==> src/rtl/ocp_nic3_pwr_seq.sv <==
// rtl/ocp_nic3_pwr_seq.sv - OCP NIC 3.0 slot power sequencer
module ocp_nic3_pwr_seq #(
    parameter logic [15:0] AUX_TO_MAIN_DLY = 16'd1000,
    parameter logic [15:0] PERST_DLY       = 16'd1000,
    parameter logic [15:0] OFF_DLY         = 16'd100,
    parameter logic [15:0] PG_TIMEOUT      = 16'd5000
) (
    input  logic       clk_in,
    input  logic       iRst_n,
    input  logic       iClear,
    input  logic       iPwr_req,
    input  logic       iPrsnt_n,
    input  logic       iAux_pwrgd,
    input  logic       iMain_pwrgd,
    output logic       oAux_en,
    output logic       oMain_en,
    output logic       oPerst_n,
    output logic       oSeq_done,
    output logic       oSeq_fault,
    output logic [1:0] oFault_code,
    output logic [2:0] oState
);

    typedef enum logic [2:0] {
        S_OFF       = 3'd0,
        S_AUX_ON    = 3'd1,
        S_MAIN_ON   = 3'd2,
        S_PERST_DLY = 3'd3,
        S_ON        = 3'd4,
        S_PWR_DOWN  = 3'd5,
        S_FAULT     = 3'd6
    } state_t;

    state_t      r_state;
    state_t      w_next_state;
    logic [15:0] r_count;
    logic [1:0]  r_fault_code;
    logic [1:0]  w_next_code;
    logic        r_aux_en;
    logic        r_main_en;
    logic        r_perst_n;
    logic        r_seq_done;
    logic        r_seq_fault;
    logic        w_aux_en;
    logic        w_main_en;
    logic        w_perst_n;
    logic        w_pg_lost;
    logic        w_timed;

    always_comb begin
        w_next_state = r_state;
        w_next_code  = r_fault_code;
        w_pg_lost    = !iAux_pwrgd || !iMain_pwrgd;
        if (!iClear) begin
            w_next_state = S_OFF;
        end else begin
            case (r_state)
                S_OFF: begin
                    if (iPwr_req && !iPrsnt_n) w_next_state = S_AUX_ON;
                end
                S_AUX_ON: begin
                    // A present aux PG masks the timeout, so PG wins a same-edge tie.
                    if (iPrsnt_n) begin
                        w_next_state = S_FAULT; w_next_code = 2'd3;
                    end else if (!iAux_pwrgd && r_count >= PG_TIMEOUT) begin
                        w_next_state = S_FAULT; w_next_code = 2'd1;
                    end else if (!iPwr_req) begin
                        w_next_state = S_PWR_DOWN;
                    end else if (iAux_pwrgd && r_count >= AUX_TO_MAIN_DLY) begin
                        w_next_state = S_MAIN_ON;
                    end
                end
                S_MAIN_ON: begin
                    if (iPrsnt_n || !iAux_pwrgd) begin
                        w_next_state = S_FAULT; w_next_code = 2'd3;
                    end else if (!iMain_pwrgd && r_count >= PG_TIMEOUT) begin
                        w_next_state = S_FAULT; w_next_code = 2'd2;
                    end else if (!iPwr_req) begin
                        w_next_state = S_PWR_DOWN;
                    end else if (iMain_pwrgd) begin
                        w_next_state = S_PERST_DLY;
                    end
                end
                S_PERST_DLY: begin
                    if (iPrsnt_n || w_pg_lost) begin
                        w_next_state = S_FAULT; w_next_code = 2'd3;
                    end else if (!iPwr_req) begin
                        w_next_state = S_PWR_DOWN;
                    end else if (r_count >= PERST_DLY) begin
                        w_next_state = S_ON;
                    end
                end
                S_ON: begin
                    if (iPrsnt_n || w_pg_lost) begin
                        w_next_state = S_FAULT; w_next_code = 2'd3;
                    end else if (!iPwr_req) begin
                        w_next_state = S_PWR_DOWN;
                    end
                end
                S_PWR_DOWN: begin
                    if (iPrsnt_n) begin
                        w_next_state = S_FAULT; w_next_code = 2'd3;
                    end else if (r_count >= OFF_DLY) begin
                        w_next_state = S_OFF;
                    end
                end
                S_FAULT: w_next_state = S_FAULT;
                default: begin
                    w_next_state = S_FAULT; w_next_code = 2'd3;
                end
            endcase
        end
        if (w_next_state != S_FAULT) w_next_code = 2'd0;
        w_aux_en  = (w_next_state == S_AUX_ON) || (w_next_state == S_MAIN_ON) ||
                    (w_next_state == S_PERST_DLY) || (w_next_state == S_ON) ||
                    (w_next_state == S_PWR_DOWN);
        w_main_en = (w_next_state == S_MAIN_ON) || (w_next_state == S_PERST_DLY) ||
                    (w_next_state == S_ON) || (w_next_state == S_PWR_DOWN);
        w_perst_n = (w_next_state == S_ON);
        w_timed   = (r_state == S_AUX_ON) || (r_state == S_MAIN_ON) ||
                    (r_state == S_PERST_DLY) || (r_state == S_PWR_DOWN);
    end

    always_ff @(posedge clk_in or negedge iRst_n) begin
        if (!iRst_n) begin
            r_state      <= S_OFF;
            r_count      <= 16'd0;
            r_fault_code <= 2'd0;
            r_aux_en     <= 1'b0;
            r_main_en    <= 1'b0;
            r_perst_n    <= 1'b0;
            r_seq_done   <= 1'b0;
            r_seq_fault  <= 1'b0;
        end else begin
            r_state      <= w_next_state;
            r_fault_code <= w_next_code;
            r_aux_en     <= w_aux_en;
            r_main_en    <= w_main_en;
            r_perst_n    <= w_perst_n;
            r_seq_done   <= (w_next_state == S_ON);
            r_seq_fault  <= (w_next_state == S_FAULT);
            if (w_next_state != r_state) begin
                r_count <= 16'd0;
            end else if (w_timed && r_count != 16'hFFFF) begin
                r_count <= r_count + 16'd1;
            end
        end
    end

    assign oAux_en     = r_aux_en;
    assign oMain_en    = r_main_en;
    assign oPerst_n    = r_perst_n;
    assign oSeq_done   = r_seq_done;
    assign oSeq_fault  = r_seq_fault;
    assign oFault_code = r_fault_code;
    assign oState      = r_state;

endmodule

==> config.mk <==
export PLATFORM = sky130hd
export DESIGN_NAME = ocp_nic3_pwr_seq
export DESIGN_NICKNAME = d
export VERILOG_FILES = /design/src/rtl/ocp_nic3_pwr_seq.sv
export SDC_FILE = /design/constraint.sdc
export NUM_CORES = 1
export LEC_CHECK = 0
export ABC_CLOCK_PERIOD_IN_PS = 2850
export CAP_MARGIN = 20
export CORE_ASPECT_RATIO = 0.9
export CORE_UTILIZATION = 56
export CTS_BUF_LIST = sky130_fd_sc_hd__clkbuf_16
export DETAILED_ROUTE_END_ITERATION = 8
export HOLD_SLACK_MARGIN = 0.03
export PLACE_DENSITY = 0.9
export SLEW_MARGIN = 20
export SYNTH_ARGS = -nofsm -noshare
export SYNTH_HDL_FRONTEND = slang
export SYNTH_SLANG_ARGS = --single-unit
==> constraint.sdc <==
create_clock -name clk_in -period 2.85 [get_ports clk_in]
set_clock_uncertainty 0.2 [all_clocks]
set_input_delay 0.7125 -clock clk_in [delete_from_list [all_inputs] [get_ports clk_in]]
set_output_delay 0.7125 -clock clk_in [all_outputs]
set_load 0.05 [all_outputs]
==> key figures <==
CTS
  – CTS buffer count: 3
  – Clock tree buffer depth: 2
  – Sink Count: 25
  – Clock Pin Slew Worst Setup and Hold Paths: 0.06 ns
  – CTS tree: yes
  – CTS root buffer: clkbuf_16
  – Hold Buf Count CTS: 0
  – H-tree depth: 1
  – Latest clock arrival within the worst-skew pair: 0.26 ns

Synthesis
  – Synth Register Bits: 25
  – Top cell type's share of synthesized area: 37.0%
  – Sequential cell area fraction in the yosys report: 37.0%
  – Syn_nets: 208
  – Area leader, netlist: dfrtp_1
  – Number of synthesized flops with an enable pin: 0
  – Cell Area, Synth: 1690 um2
  – Ys flop type: dfrtp_1
  – Async S/R FF share, synth: 100%
  – Gate Count Post-Synth: 199
  – Yosys cell types: 49
  – Top cells by area, synth: dfrtp_1, nor2_1, xor2_1, nand2_1, nand4_1
  – Synth Area per Inst: 8.49 um2
  – Synth warn: 0

Timing
  – Final hold violation count: 0
  – Fin Setup TNS: 0 ns
  – RSZ-0062 raised after global routing: true
  – Fmax: 354 MHz
  – Minimum clock period: 2.83 ns
  – Tcrit/Tclk final: 99.2%
  – Max Slew Vio Count: 0
  – Final setup violation count: 0
  – Slew margin rel.: 65.3%
  – Worst Max-Slew Pin Slew: 0.521 ns

Die
  – Placeable Area: 2820 um2
  – Ports: 17
  – Starting density of the core: 60.0%
  – Die Y: 54.1 um
  – Die W: 59.9 um
  – Row cnt: 18
  – Die ar.: 3240 um2

Cells and area
  – Most frequent cells in the layout: dfrtp_1, nor2_1, buf_4
  – Commonest non-fill, non-tap cell in the layout: dfrtp_1
  – Layout cells sized above 1: 18.5%
  – Filler instances: 181
  – Diode count: 0
  – Area delta synth->final: 29.4%
  – Final nets: 243

Worst setup path
  – Crit path max fanout: 8
  – Worst EP arrival: 2.81 ns
  – Required time of the worst setup path: 2.84 ns
  – Element type at the critical path end: flip-flop
  – Setup CP Type: in -> reg
  – CP Launch Type: primary input
  – FF-to-FF setup slack: 0.03 ns

Route
  – Iteration-0 DRC Markers: 168
  – Drt drc: 0
  – DRT Wirelength: 4660 um
  – Avg WL per Cell: 17.1 um
  – Final ANT Viol Nets: 0
  – Via density: 6.31
  – Detailed-route via count: 1,723
  – Detailed Routing Iterations Pass 1: 5

Power
  – Total power: 1.63 mW
  – Pwr Density: 747 nW/um2
  – VDD IR max: 0.547 mV
  – Static leakage: 0.900 nW

Global route
  – Largest net degree at the start of global routing: 26
  – First-pass GRT wire length: 6820 um
  – GR Util All Layers: 29.1%
  – Antenna violations before repair: 0
  – Global route total overflow: 0
  – Vias in the first global route: 1,480

Placement
  – GPL Wtd Cong: 0.985
  – Post-DP HPWL: 2950 um
  – IO Port Bufs: 16

Status
  – Status: finished clean

Min path
  – Hold crit path type: reg -> reg

Flow run
  – Max-Cap Viols: 0
stage by stage:
stage	std cells	hold slack [ns]	cell area (um2)	setup WS (ns)	utilization, %
CTS	272	0.332	2130	0.0294	75.7
global route	273	0.356	2190	-0.0538	77.7
finish	273	0.331	2190	0.0220	77.7
floorplan	199	0.217	1690	0.00707	-
global placement	266	0.315	2010	-0.330	71.4
detailed placement	266	0.318	2010	-0.401	71.4
layout make-up:
type,instances,area [um2],share of cell area (%)
multi-input combinational,158,1070,48.9
timing repair buffer,39,337,15.4
tap,40,50.0,2.29
clock inverter,1,3.75,0.172
sequential,25,626,28.6
clock buffer,3,75.1,3.43
inverter,7,26.3,1.20
final timing paths:
kind / from / endpoint / depth (start not counted)
max in group asynchronous: iRst_n / r_count[12]$_DFFE_PN0P_ / 2
max reg2reg: r_count[13]$_DFFE_PN0P_ / r_count[9]$_DFFE_PN0P_ / 7
min reg2reg: oFault_code[1]$_DFFE_PN0P_ / oFault_code[1]$_DFFE_PN0P_ / 2
max: iPwr_req / r_count[9]$_DFFE_PN0P_ / 8
min: oFault_code[1]$_DFFE_PN0P_ / oFault_code[1]$_DFFE_PN0P_ / 2
min in group asynchronous: iRst_n / r_count[3]$_DFFE_PN0P_ / 2
cell families (layout without fill, tap and decap cells):
family | count (synthesis) | count (layout) | synth area share [%]
fa+ha+maj | 2 | 2 | 1.48
flops | 25 | 25 | 37.0
compound gates | 36 | 36 | 15.6
xor+xnor | 17 | 17 | 8.81
simple gates | 102 | 103 | 32.6
buf+inv | 17 | 50 | 4.44
cells in the mapped netlist (all sizes together) (3+ instances only):
cell	count
and2	3
o311ai	3
nor2	27
a21oi	8
nand3	7
nor4	5
nor3b	3
inv	7
o21ai	4
xor2	11
or3	4
nor3	7
xnor2	6
nor2b	3
nand4	11
nand2	18
clkbuf	7
dfrtp	25
buf	3
a31oi	3
o31ai	3
timing repair:
action                                  in CTS  in global routing
endpoints found under the setup margin      17                 18
gates resized for setup                      7                 12
buffers inserted                             1                  1
gates cloned                                 1                  0
pin swaps                                   12                 13
registers in the layout, summed over array words and instances (netlist names):
name and cells:
r_count 16, oState 3, oFault_code 2, oAux_en 1, oMain_en 1, oSeq_done 1
oSeq_fault 1
power by group:
group          switching, mW  total (mW)  internal [mW]
Sequential            0.0528       0.450          0.397
Combinational          0.520       0.875          0.354
Clock                  0.121       0.309          0.188
worst max-delay path, stage by stage:
cell and delay [ns]:
dlygate4sd2_1 0.25, or3b_1 0.40, a32oi_1 0.17, o31ai_1 0.11
or3_4 0.35, o311ai_4 0.39, nand4_4 0.25, nor2_1 0.18
routing by layer:
metal  track usage, %  part of all wire [%]  vias to the layer above
li1                 -                     -                      794
met1             40.1                    41                      794
met2             43.9                    46                      115
met3             8.17                    11                       20
met4             9.69                   2.1                        0
met5                0                     0                        -
Note: power is estimated with default switching activity, not from simulation.
